`config.mk`:
```
export PLATFORM = sky130hd
export DESIGN_NAME = serial_add_ctrl
export DESIGN_NICKNAME = d
export VERILOG_FILES = /design/src/rtl/serial_add_pkg.sv /design/src/rtl/full_adder.sv /design/src/rtl/serial_add_ctrl.sv
export SDC_FILE = /design/constraint.sdc
export NUM_CORES = 1
export LEC_CHECK = 0
export CAP_MARGIN = 25
export CORE_ASPECT_RATIO = 0.9
export CORE_MARGIN = 4
export CORE_UTILIZATION = 45
export DETAILED_ROUTE_END_ITERATION = 10
export PLACE_DENSITY = 0.73
export SLEW_MARGIN = 20
export SYNTH_ARGS = -nofsm -noshare
export SYNTH_HDL_FRONTEND = slang
export SYNTH_SLANG_ARGS = --single-unit
```
`constraint.sdc`:
```
create_clock -name clk -period 1.6 [get_ports clk]
set_input_delay 0.4 -clock clk [delete_from_list [all_inputs] [get_ports clk]]
set_output_delay 0.4 -clock clk [all_outputs]
set_load 0.03 [all_outputs]
```
`src/rtl/serial_add_pkg.sv`:
```
// Shared types and constants for the bit-serial adder controller.
// Holds the FSM state encoding and the default operand width.
package serial_add_pkg;

  localparam int DEFAULT_WIDTH = 8;

  typedef enum logic [1:0] {
    IDLE = 2'b00,
    RUN  = 2'b01,
    DONE = 2'b10
  } state_t;

endpackage

```
`src/rtl/full_adder.sv`:
```
// One-bit full adder used as the shared serial datapath.
// Ports: a, b, c in; sum, carry out.
module full_adder (
  input  logic a,
  input  logic b,
  input  logic c,
  output logic sum,
  output logic carry
);

  assign sum   = a ^ b ^ c;
  assign carry = (a & b) | (a & c) | (b & c);

endmodule

```
`src/rtl/serial_add_ctrl.sv`:
```
// Bit-serial adder controller: start/done handshake, WIDTH-cycle add.
// Ports: clk, rst_n, start, a, b, cin in; ready, busy, done, sum, cout out.
module serial_add_ctrl
  import serial_add_pkg::*;
#(
  parameter int WIDTH = DEFAULT_WIDTH
) (
  input  logic             clk,
  input  logic             rst_n,
  input  logic             start,
  input  logic [WIDTH-1:0] a,
  input  logic [WIDTH-1:0] b,
  input  logic             cin,
  output logic             ready,
  output logic             busy,
  output logic             done,
  output logic [WIDTH-1:0] sum,
  output logic             cout
);

  localparam int CW = $clog2(WIDTH);
  localparam logic [CW-1:0] LAST = CW'(WIDTH - 1);

  if (WIDTH < 2 || WIDTH > 32) begin : g_bad_width
    $error("serial_add_ctrl: WIDTH must be 2..32");
  end

  state_t           state;
  logic [WIDTH-1:0] sreg_a;
  logic [WIDTH-1:0] sreg_b;
  logic [WIDTH-1:0] sum_sh;
  logic             carry;
  logic [CW-1:0]    cnt;

  logic             fa_s;
  logic             fa_c;
  logic [WIDTH-1:0] sum_nxt;

  full_adder u_fa (
    .a     (sreg_a[0]),
    .b     (sreg_b[0]),
    .c     (carry),
    .sum   (fa_s),
    .carry (fa_c)
  );

  // Includes the bit produced this cycle so the last bit lands in sum.
  assign sum_nxt = {fa_s, sum_sh[WIDTH-1:1]};

  assign ready = (state == IDLE);
  assign busy  = (state == RUN);
  assign done  = (state == DONE);

  always_ff @(posedge clk or negedge rst_n) begin
    if (!rst_n) begin
      state  <= IDLE;
      sreg_a <= '0;
      sreg_b <= '0;
      sum_sh <= '0;
      carry  <= 1'b0;
      cnt    <= '0;
      sum    <= '0;
      cout   <= 1'b0;
    end else begin
      unique case (state)
        IDLE: begin
          if (start) begin
            sreg_a <= a;
            sreg_b <= b;
            carry  <= cin;
            cnt    <= '0;
            state  <= RUN;
          end
        end
        RUN: begin
          sreg_a <= sreg_a >> 1;
          sreg_b <= sreg_b >> 1;
          sum_sh <= sum_nxt;
          carry  <= fa_c;
          cnt    <= cnt + 1'b1;
          if (cnt == LAST) begin
            state <= DONE;
            sum   <= sum_nxt;
            cout  <= fa_c;
          end
        end
        DONE: begin
          state <= IDLE;
        end
        default: begin
          state <= IDLE;
        end
      endcase
    end
  end

endmodule

```
; ---- Word level (Yosys, flattened, before mapping)
; Cells that the tools add are included.
[classes]
muxes = 11
n_addsub = 1
bitwise = 7
n_reduce_logical = 5
eq_ne = 5
[ops]
columns = operator, n
row1 = 8-bit one-hot mux with 2 select lines, 2
row2 = 8-bit 2-to-1 mux, 2
row3 = 3-bit one-hot mux with 2 select lines, 1
row4 = 2-bit AND reduction, 3
row5 = 2-bit 2-to-1 mux, 2
row6 = 2-bit one-hot mux with 2 select lines, 1
row7 = 3-bit by 1-bit adder with 3-bit output (second input constant), 1
row8 = 1-bit AND, 3
row9 = 3-bit == test (second input constant), 1
row10 = 3-bit 2-to-1 mux, 1
row11 = 2-bit by 1-bit == test with 1-bit output (second input constant), 1
row12 = 2-bit == test (second input constant), 1
row13 = 2-bit zero test, 1
row14 = 2-bit by 1-bit != test with 1-bit output (second input constant), 1
row15 = 2-bit != test (second input constant), 1
row16 = 1-bit bitwise OR, 2
row17 = 1-bit one-hot mux with 2 select lines, 1
row18 = 2-bit nonzero test, 1
row19 = 1-bit XOR, 2
row20 = 1-bit 2-to-1 mux, 1
[totals]
elab_cells = 37
ff_bits = 39
input_bits = 20
out_inout_bits = 12

; ---- Longest topological paths before layout
; Gate-level depths: netlist (run 1).
[logic_depth]
word_depth = 4
depth_mapped = 5
ltp_nobuf = 4

; ---- Modules after synthesis
; From an unflattened synthesis (run 1), not the netlist that was laid out.
[hier_totals]
cells_unflattened = 150
hier_area_um2 = 1650.3
[modules_own_cells]
columns = mod, seq_area_each_um2, area_each_um2, n_inst, cells_per_inst
row1 = serial_add_ctrl, 950.9, 1630.3, 1, 149
row2 = full_adder, 0.0, 20.0, 1, 1

; ---- Worst setup path before layout (run 1)
; Ideal clock, no wire load.
[synth_path]
path_kind = reg2out
startpoint = register state[1]
endpoint = output done
arrival_time_ps = 1268
setup_slack_ps = -68
path_stages_with_launch = 4
required_ps = 1200
path_buffers = 2
cell_sequence = dfrtp_1 -> buf_2 -> clkbuf_1 -> nor2b_1
[synth_via]
elab_chain_cells = 1
[synth_rtl]
columns = element, line_no
row1 = start: declaration, serial_add_ctrl.sv:28  ; state_t state;
row2 = start signal: assignment, serial_add_ctrl.sv:56  ; state <= IDLE;
row3 = start signal: assignment, serial_add_ctrl.sv:72  ; state <= RUN;
row4 = start signal: assignment, serial_add_ctrl.sv:82  ; state <= DONE;
row5 = 2-bit == test, serial_add_ctrl.sv:52  ; assign done = (state == DONE);
row6 = end: declaration, serial_add_ctrl.sv:16  ; output logic done,
; Every way passes these cells.

; ---- Worst setup path in the final report (run 1)
[layout_path]
startpoint = register state[0]
endpoint = output ready
[layout_via]
elab_chain_cells = 1
[layout_rtl]
columns = element, line_no
row1 = 2-bit zero test, serial_add_ctrl.sv:50  ; assign ready = (state == IDLE);
row2 = end: declaration, serial_add_ctrl.sv:14  ; output logic ready,
; Every way passes these cells.

==> results.tsv, run 1 <==
stage	metric	value	unit
outcome	status	complete, no violations	
grt	GRT overflow	0	
logic_synthesis	leading area contributor after synthesis	dfrtp_1	
timing	Final Cycle Share	99.3	%
timing	Max Fclk	629	MHz
timing	final hold slack	480	ps
clock_network	Clock Tree Buf Depth	2	
worst_hold_path	Hold WC Path Type	input pin to async pin	
drt	Iter 0 DRT Violations	105	
logic_synthesis	synth warn	0	
clock_network	Reg clk slew, reported paths	60	ps
clock_network	hold buffers post-CTS	0	
grt	aggregate global-route resource usage	17.3	%
power_and_ir_drop	Max VDD drop	1040	uV
worst_setup_path	Worst Path Max Fanout	8	
logic_synthesis	synthesized cell area	0.00176	mm2
drt	drt via density	5.47	
logic_synthesis	syn_area_per_cell	12.8	um2
clock_network	clock tree from TritonCTS	done	
worst_setup_path	reg2reg path depth	5	
clock_network	Num CTS Buffers	5	
logic_synthesis	Yosys top cell area share	54.2	%
worst_setup_path	worst flop-to-flop path startpoint	cnt[0]	
place	gpl congestion	0.787	
worst_setup_path	reg-to-reg critical path endpoint	sum[2]	
worst_setup_path	kind of critical path	flip-flop to output pin	
drt	Post-DRT Antenna Nets	0	
grt	initial antenna violation count	0	
timing	Tmin final	1590	ps
grt	first-pass GRT wire length	6330	um
floorplanning	Top-Level Pins	32	
timing	Final Worst Setup Slack	10.8	ps
floorplanning	Starting Density	47.0	%
logic_synthesis	Post-synth top cells	dfrtp_1 (38), mux2_2 (16), inv_1 (12)	
worst_setup_path	Worst Setup EP	ready	
logic_synthesis	Synth area leaders	dfrtp_1 (54%), mux2_2 (10%), nor3b_1 (4.3%)	
final_layout	share of cells above drive strength 1	31.0	%
worst_setup_path	Critical Path RT	1200	ps
logic_synthesis	#FFs+latches synth	38	
floorplanning	Die Wd	73.8	um
final_layout	Nets	207	
clock_network	Skew-Pair Late Insertion Delay	290	ps
worst_setup_path	Setup crit start	state[0]	
logic_synthesis	post-synthesis sequential area ratio	54.2	%
power_and_ir_drop	PwrDens	1880	mW/mm2
worst_setup_path	reg-to-reg slack, setup	60	ps
worst_setup_path	Worst setup EP type	output pin	
place	Port Buf Inserts	31	
clock_network	clk sinks	38	
logic_synthesis	count leader, synth	dfrtp_1	
drt	wire per inst	17.5	um
grt	largest net degree at the start of global routing	39	
final_layout	area grow syn2layout	35.4	%
timing	Final Hold Violating Endpoints	0	
grt	routing usage on met1	21.4	%
worst_setup_path	CP startpoint kind	flip-flop	
timing	count of final max-slew check failures	0	
drt	DRC violations left	0	
timing	actual slew at the worst max-slew pin	534	ps
grt	met3 Resource Use GR	5.06	%
clock_network	CTS H-tree depth	2	
floorplanning	Chip Height	67.3	um
logic_synthesis	async set-or-reset flop fraction in the synthesized netlist	100	%
drt	via count	1259	
drt	total wire length	4020	um
floorplanning	Site Rows	21	
grt	met2 GRT Util	28.4	%
place	Detailed Place HPWL	2670	um
power_and_ir_drop	Lkg Pwr	0.00105	uW
logic_synthesis	Synth Flop Type	dfrtp_1	
flow_run	Maximum Capacitance Violations	0	
timing	Worst slew margin	64.4	%
timing	clock skew	7.12	ps
logic_synthesis	Post-synth EDFFs	0	
logic_synthesis	cells after synthesis	137	
place	post-place setup slack	-205	ps
worst_setup_path	CP arrival	1190	ps
logic_synthesis	syn_nets	160	
grt	GR peak layer	met2	
logic_synthesis	synth unique cells	28	
grt	vias in the first global route	1315	
drt	Initial DRT Pass Iterations	4	
floorplanning	die area	0.00497	mm2
timing	setup violators final	0	
floorplanning	CORE AREA	0.00373	mm2
final_layout	Diodes inserted	0	
clock_network	root buffer selected by CTS	clkbuf_8	
cell type report:
class | instances | area, um2
clock buffers | 7 | 76.3
fillers | 288 | 1360
inverters | 13 | 53.8
multi-input cells | 75 | 709
flip-flops and latches | 38 | 953
well taps | 46 | 57.6
repair buffers | 51 | 526
timing repair:
item | CTS | global route
gates cloned | 0 | 2
gates resized for setup | 15 | 4
pin swaps | 0 | 1
setup buffers | 1 | 6
endpoints found under the setup margin | 12 | 3
power breakdown:
group	total, uW	internal, uW	switching, uW
Combinational	2170	1120	1050
Clock	599	299	299
Sequential	1710	1430	283
cell usage in the layout (no fill, tap or decap), types with 4 or more instances in the layout:
cell type,n
dfrtp_1,36
clkdlybuf4s50_1,19
mux2_2,16
buf_4,15
inv_1,12
nor3b_1,10
dlygate4sd2_1,9
nor4b_1,8
a211oi_1,8
clkbuf_8,5
o221a_2,4
how the worst min path moves through the flow:
stage                       from        end  slack, ps  depth (start not counted)
after floorplan            rst_n      carry        100                          0
after global placement    cnt[0]     cnt[0]        470                          1
after detailed placement  cnt[0]     cnt[0]        480                          1
after CTS                  rst_n     sum[1]        480                          2
after global routing       rst_n     sum[1]        500                          2
final                      rst_n  sum_sh[5]        480                          2
registers in the layout, summed over array words and instances, names as in the netlist:
name / cells
cout: 1
sreg_a: 8
cnt: 3
sreg_b: 8
sum_sh: 7
state: 2
carry: 1
sum: 8
worst max-delay path: stages (launching register included):
cell and delay, ps:
dfrtp_2 460, buf_12 160, nor2_4 140, buf_6 150
metrics by stage:
stage               util (%)  area [um2]  std cells  total power, uW  setup TNS, ps
finish                  63.7        2380        230             4480              0
global placement        58.3        2170        214             3560          -2170
floorplan                  -        1760        137             2990              0
CTS                     60.7        2260        222             4260          -15.2
global route            63.7        2380        230             4780          -17.3
detailed placement      58.3        2170        214             3690          -2840
logic make-up after synthesis:
kind of cell               after synthesis  share of synthesized area [%]
muxes                                   17                           10.8
and+or+nand+nor                         33                           14.8
buffers and inverters                   24                           6.41
AOI/OAI and AO/OA                       22                           11.2
DFF                                     38                           54.2
adders and majority gates                3                           2.57
per-layer routing:
layer	up-vias	wire, um	share of wire, %
met2	23	2070	51
met1	635	1720	43
met5	-	0	0
met3	9	133	3.3
li1	592	-	-
met4	0	95	2.4
(Power assumes the default switching activity.)
==> run 2: changes to the inputs <==
HOLD_SLACK_MARGIN = 0.08   (was default)
PLACE_DENSITY = 0.7   (was 0.73)
clock period = 1.9 ns   (was 1.6 ns; I/O delays follow)
==> run 2 against run 1 <==
Effect of this change:
- register-to-register slack gained 180 ps
- final cell count shrank 4.8%
- combinational power shrank 27%
- setup slack gained 98 ps
- routed wire length shrank 15%
- worst hold slack gained 19 ps
- non-clock buffer count shrank 12
- largest power group unchanged
- highest routed layer unchanged
==> results.tsv, run 2 (synthesis gave the netlist of run 1 again) <==
stage	metric	value	unit	change
worst_setup_path	reg-to-reg slack, setup	240	ps	+180 ps
grt	GRT overflow	0		unchanged
drt	via count	1180		-6.3%
worst_hold_path	min-delay src	cnt[0]		
drt	total wire length	3420	um	-15%
final_layout	commonest non-fill, non-tap cell in the layout	dfrtp_1		
final_layout	multi-input logic area	694	um2	-2.1%
clock_network	post-CTS sizing	1		-14
grt	vias in the first global route	1188		-9.7%
clock_network	Post-CTS Repair Setup Buffers	0		-1
clock_network	root buffer selected by CTS	clkbuf_8		
worst_setup_path	CP arrival	1320	ps	+130 ps
place	gpl congestion	0.728		-7.5%
power_and_ir_drop	Switching Fraction	35.0	%	-1.6 points
power_and_ir_drop	sequential share of power	38.4	%	+0.2 points
place	Post-DP Area	0.00211	mm2	-2.8%
floorplanning	Site Rows	21		unchanged
worst_setup_path	kind of critical path	flip-flop to output pin		
floorplanning	Starting Density	47.0	%	unchanged
final_layout	Nets	195		-5.8%
timing	Final Hold Violating Endpoints	0		unchanged
final_layout	most frequent cells in the layout	dfrtp_1 (38), clkdlybuf4s50_1 (28), mux2_2 (16)		
drt	Iter 0 DRT Violations	62		-41%
timing	Worst slew margin	64.0	%	-0.40 points
clock_network	CTS H-tree depth	2		unchanged
final_layout	share of cells above drive strength 1	23.1	%	-7.9 points
power_and_ir_drop	clock share of power	18.4	%	+5.0 points
worst_setup_path	delay-heaviest family, CP	buffers and inverters		
power_and_ir_drop	internal power	2390	uW	-16%
drt	Initial DRT Pass Iterations	4		unchanged
clock_network	Reg clk slew, reported paths	70	ps	about the same
outcome	status	complete, no violations		
grt	aggregate global-route resource usage	15.5	%	-1.8 points
worst_hold_path	Hold WC Path Type	flip-flop to flip-flop		
clock_network	Skew-Pair Late Insertion Delay	300	ps	about the same
place	Port Buf Inserts	31		unchanged
power_and_ir_drop	Lkg Pwr	0.000956	uW	-8.6%
clock_network	hold buffers post-CTS	0		unchanged
power_and_ir_drop	Overall Power	3670	uW	-18%
grt	initial antenna violation count	0		unchanged
place	Detailed Place HPWL	2300	um	-14%
clock_network	Num CTS Buffers	5		unchanged
timing	setup violators final	0		unchanged
worst_setup_path	Setup crit start	sum[2]		
worst_setup_path	cells along the critical path	clkdlybuf4s50_1		
timing	unrepaired setup endpoints after global routing	false		
flow_run	Maximum Capacitance Violations	0		unchanged
final_layout	Diodes inserted	0		unchanged
final_layout	area occupied by registers	951	um2	-0.26%
grt	first-pass GRT wire length	5800	um	-8.4%
floorplanning	Die Wd	73.8	um	unchanged
timing	count of final max-slew check failures	0		unchanged
timing	setup TNS	0	ps	unchanged
floorplanning	Chip Height	67.3	um	unchanged
worst_setup_path	worst flop-to-flop path startpoint	cnt[0]		
clock_network	clk sinks	38		unchanged
drt	drt via density	5.39		-1.6%
drt	Post-DRT Antenna Nets	0		unchanged
power_and_ir_drop	combinational fraction of design power	43.2	%	-5.2 points
grt	largest net degree at the start of global routing	39		unchanged
floorplanning	die area	0.00497	mm2	unchanged
power_and_ir_drop	Psw	1280	uW	-22%
power_and_ir_drop	PwrDens	1650	mW/mm2	-12%
drt	DRC violations left	0		unchanged
final_layout	Fillers	314		+9.0%
worst_setup_path	Worst Path Buf+Inv	1		-1
clock_network	Clock Tree Buf Depth	2		unchanged
worst_setup_path	Worst Path Max Fanout	2		-6
worst_setup_path	max incr delay on CP	670	ps	+210 ps
worst_setup_path	CP startpoint kind	flip-flop		
timing	Max Fclk	558	MHz	
power_and_ir_drop	Max VDD drop	895	uV	-14%
timing	clock skew	4.07	ps	-3.05 ps
timing	actual slew at the worst max-slew pin	540	ps	+6.02 ps
worst_setup_path	Critical Path RT	1420	ps	+220 ps
final_layout	area grow syn2layout	26.6	%	
timing	Tmin final	1790	ps	
worst_setup_path	CP max-delay cell	clkdlybuf4s50_1		
drt	wire per inst	15.6	um	-11%
floorplanning	CORE AREA	0.00373	mm2	unchanged
final_layout	top flop regs	sreg_a: 8 flops, sreg_b: 8 flops, sum: 8 flops		
final_layout	post-route cell area	0.00222	mm2	-6.5%
worst_setup_path	Worst setup EP type	output pin		
floorplanning	Top-Level Pins	32		unchanged
clock_network	clock tree from TritonCTS	done		
timing	Final Cycle Share	94.3	%	
==> run 2: final timing paths <==
check / to / depth (start not counted)
hold reg to reg: cnt[0] / 1
max in group asynchronous: state[1] / 2
min in group asynchronous: sum[4] / 2
setup reg to reg: sum[2] / 4
hold / removal: cnt[0] / 1
setup / recovery: sum[2] / 1
==> run 2: final cells by class <==
| class | instances | area share (%) |
|---|---|---|
| clock buffer | 7 | 3.43 |
| clock inverter | 1 | 1.35 |
| inverter | 13 | 2.20 |
| multi-input combinational | 75 | 31.3 |
| sequential | 38 | 42.8 |
| tap | 46 | 2.59 |
| timing repair buffer | 39 | 16.4 |
==> run 2: power groups by stage <==
stage | Clock [uW] | Combinational, uW | Sequential [uW]
2_1_floorplan | 0 | 957 | 1560
3_3_place_gp | 0 | 1560 | 1410
3_5_place_dp | 0 | 1590 | 1420
4_1_cts | 687 | 1610 | 1410
5_1_grt | 719 | 1750 | 1460
6_report | 677 | 1580 | 1410
==> run 2: per-stage QoR <==
step	worst slack (ps)	util (%)	cells	hold slack [ps]
floorplan	157	-	137	179
detailed placement	4.25	56.7	211	491
finish	108	59.6	219	499
global route	34.1	59.6	219	525
CTS	58.3	59.5	219	500
global placement	25.3	56.7	211	472
==> run 2: routing by layer <==
| layer | wire (um) | vias up | part of all wire, % | GRT usage (%) |
|---|---|---|---|---|
| li1 | - | 568 | - | - |
| met1 | 1620 | 583 | 47 | 22.1 |
| met2 | 1580 | 20 | 46 | 21.6 |
| met3 | 164 | 9 | 4.8 | 3.87 |
| met4 | 59 | 0 | 1.7 | 7.92 |
| met5 | 0 | - | 0 | 0 |
==> run 3: changes to the inputs <==
DONT_BUFFER_PORTS = 1   (was default)
PLACE_DENSITY = default   (was 0.7)
==> run 3 against run 2 <==
Effect of this change:
- fmax is 1.6% lower
- die area stayed put
- first-iteration DRC count is 23% lower
- core utilization is 7.5 points lower
- non-clock buffer count is 28 lower
- sequential share of layout area is 6.2 points higher
- setup slack worse by 29 ps
- worst hold slack worse by 160 ps
==> results.tsv, run 3 (synthesis gave the netlist of run 1 again) <==
stage	metric	value	unit	change
outcome	status	complete, no violations		
clock_network	Num CTS Buffers	5		unchanged
drt	Post-DRT Antenna Nets	0		unchanged
timing	clock skew	6.29	ps	+2.23 ps
floorplanning	Top-Level Pins	32		unchanged
timing	Final Worst Setup Slack	79.5	ps	-28.9 ps
clock_network	Skew-Pair Late Insertion Delay	290	ps	about the same
clock_network	Clock Tree Buf Depth	2		unchanged
floorplanning	Starting Density	47.0	%	unchanged
drt	drt via density	5.76		+6.9%
final_layout	Nets	167		-14%
timing	setup TNS	0	ps	unchanged
flow_run	Maximum Capacitance Violations	0		unchanged
clock_network	Post-CTS Repair Setup Buffers	0		unchanged
drt	Iter 0 DRT Violations	48		-23%
final_layout	top flop regs	sreg_a: 8 flops, sreg_b: 8 flops, sum: 8 flops		
worst_setup_path	Worst setup EP type	output pin		
drt	total wire length	3330	um	-2.8%
final_layout	Diodes inserted	0		unchanged
grt	aggregate global-route resource usage	15.7	%	+0.25 points
clock_network	clk sinks	38		unchanged
grt	initial antenna violation count	0		unchanged
timing	unrepaired setup endpoints after global routing	false		
worst_setup_path	kind of critical path	flip-flop to output pin		
floorplanning	die area	0.00497	mm2	unchanged
worst_setup_path	Worst Path Max Fanout	11		+9
grt	largest net degree at the start of global routing	39		unchanged
worst_setup_path	CP max-delay cell	dfrtp_1		
final_layout	Fillers	338		+7.6%
timing	Tmin final	1820	ps	+28.9 ps
worst_setup_path	max incr delay on CP	430	ps	-240 ps
place	Detailed Place HPWL	2270	um	-1.1%
power_and_ir_drop	Max VDD drop	554	uV	-38%
final_layout	area occupied by registers	952	um2	+0.13%
floorplanning	Die Wd	73.8	um	unchanged
floorplanning	Site Rows	21		unchanged
drt	DRC violations left	0		unchanged
worst_setup_path	critical path's most frequent cell	buf_4		
drt	wire per inst	17.5	um	+12%
worst_setup_path	reg2reg path depth	5		+1
place	post-place setup slack	364	ps	+360 ps
timing	Worst slew margin	78.9	%	+15 points
power_and_ir_drop	PwrDens	1720	mW/mm2	+4.2%
final_layout	most frequent cells in the layout	dfrtp_1 (37), mux2_2 (16), inv_1 (12)		
timing	count of final max-slew check failures	0		unchanged
worst_setup_path	reg-to-reg slack, setup	390	ps	+150 ps
final_layout	commonest non-fill, non-tap cell in the layout	dfrtp_1		
final_layout	multi-input logic area	692	um2	-0.36%
final_layout	area grow syn2layout	10.7	%	
power_and_ir_drop	Lkg Pwr	0.000845	uW	-12%
clock_network	root buffer selected by CTS	clkbuf_8		
worst_setup_path	CP arrival	1350	ps	+30 ps
timing	Max Fclk	549	MHz	-1.6%
place	gpl congestion	0.760		+4.4%
grt	GRT overflow	0		unchanged
floorplanning	Chip Height	67.3	um	unchanged
final_layout	share of cells above drive strength 1	28.5	%	+5.4 points
worst_setup_path	Setup crit start	state[0]		
clock_network	Reg clk slew, reported paths	70	ps	about the same
worst_setup_path	CP startpoint kind	flip-flop		
clock_network	clock tree from TritonCTS	done		
worst_setup_path	reg-to-reg critical path endpoint	sum[3]		
worst_setup_path	cells along the critical path	buf_4, nor2_1, buf_4		
floorplanning	CORE AREA	0.00373	mm2	unchanged
grt	vias in the first global route	1120		-5.7%
drt	via count	1094		-7.3%
place	Port Buf Inserts	0		-100%
timing	setup violators final	0		unchanged
timing	actual slew at the worst max-slew pin	317	ps	-223 ps
timing	Final Cycle Share	95.8	%	+1.5 points
clock_network	CTS H-tree depth	2		unchanged
timing	Final Hold Violating Endpoints	0		unchanged
worst_setup_path	Critical Path RT	1420	ps	about the same
worst_setup_path	Worst Setup EP	ready		
worst_hold_path	Hold WC Path Type	input pin to flip-flop		
worst_setup_path	worst flop-to-flop path startpoint	cnt[0]		
drt	Initial DRT Pass Iterations	4		unchanged
grt	first-pass GRT wire length	5690	um	-1.8%
## run 3: cell types whose count changed in the layout (fill, tap and decap cells not counted), moves of 2 or more
| cell | previous run | this run |
|---|---|---|
| buf_4 | 10 | 7 |
| clkdlybuf4s50_1 | 28 | 0 |
| clkinv_2 | 0 | 2 |
| clkbuf_1 | 2 | 0 |
| buf_12 | 0 | 2 |
## run 3: through the flow
step	hold slack, ps	power, uW	std cells	util (%)	area [um2]
after global placement	181	2780	181	49.0	1830
final	340	3340	190	52.1	1940
after floorplan	179	2520	137	-	1760
after CTS	325	3380	190	51.9	1940
after detailed placement	181	2830	181	49.0	1830
after global routing	337	3610	190	52.1	1940
## run 3: how the worst min path moves through the flow
stage               endpoint   from  depth (start not counted)  slack, ps
global placement        cout  rst_n                          0        180
CTS                 state[0]  start                          2        320
finish              state[0]  start                          2        340
global route        state[0]  start                          2        340
floorplan              carry  rst_n                          0        180
detailed placement    sum[7]  rst_n                          0        180
## run 3: power breakdown
group	internal [uW]	switching (uW)
registers	1200	425
logic	652	556
clock network	246	266
total	2090	1250
## run 3: area by class of cell
cell class	instances	share of cell area, %
multi-input cells	75	35.6
repair buffers	11	5.86
clock buffers	5	3.54
well taps	46	2.96
flip-flops and latches	38	49.0
inverters	13	2.51
clock inverters	2	0.515
## run 3: timing repair
item / in CTS / in global routing
endpoints found under the setup margin: 0 / 2
resized for setup: 0 / 2
endpoints found under the hold margin: 38 / 0
hold buffers: 2 / 0
## run 3: worst max-delay path: cells and delay by family (launching register included)
family / cells / cell delay (ps)
buffers and inverters: 2 / 410
flip-flops: 1 / 430
AND/OR/NAND/NOR: 1 / 230
## run 3: routing by layer
layer | GRT usage, % | part of all wire (%)
met1 | 20.7 | 44
met2 | 21.9 | 48
met3 | 8.04 | 7.0
met4 | 6.11 | 0.87
met5 | 0 | 0
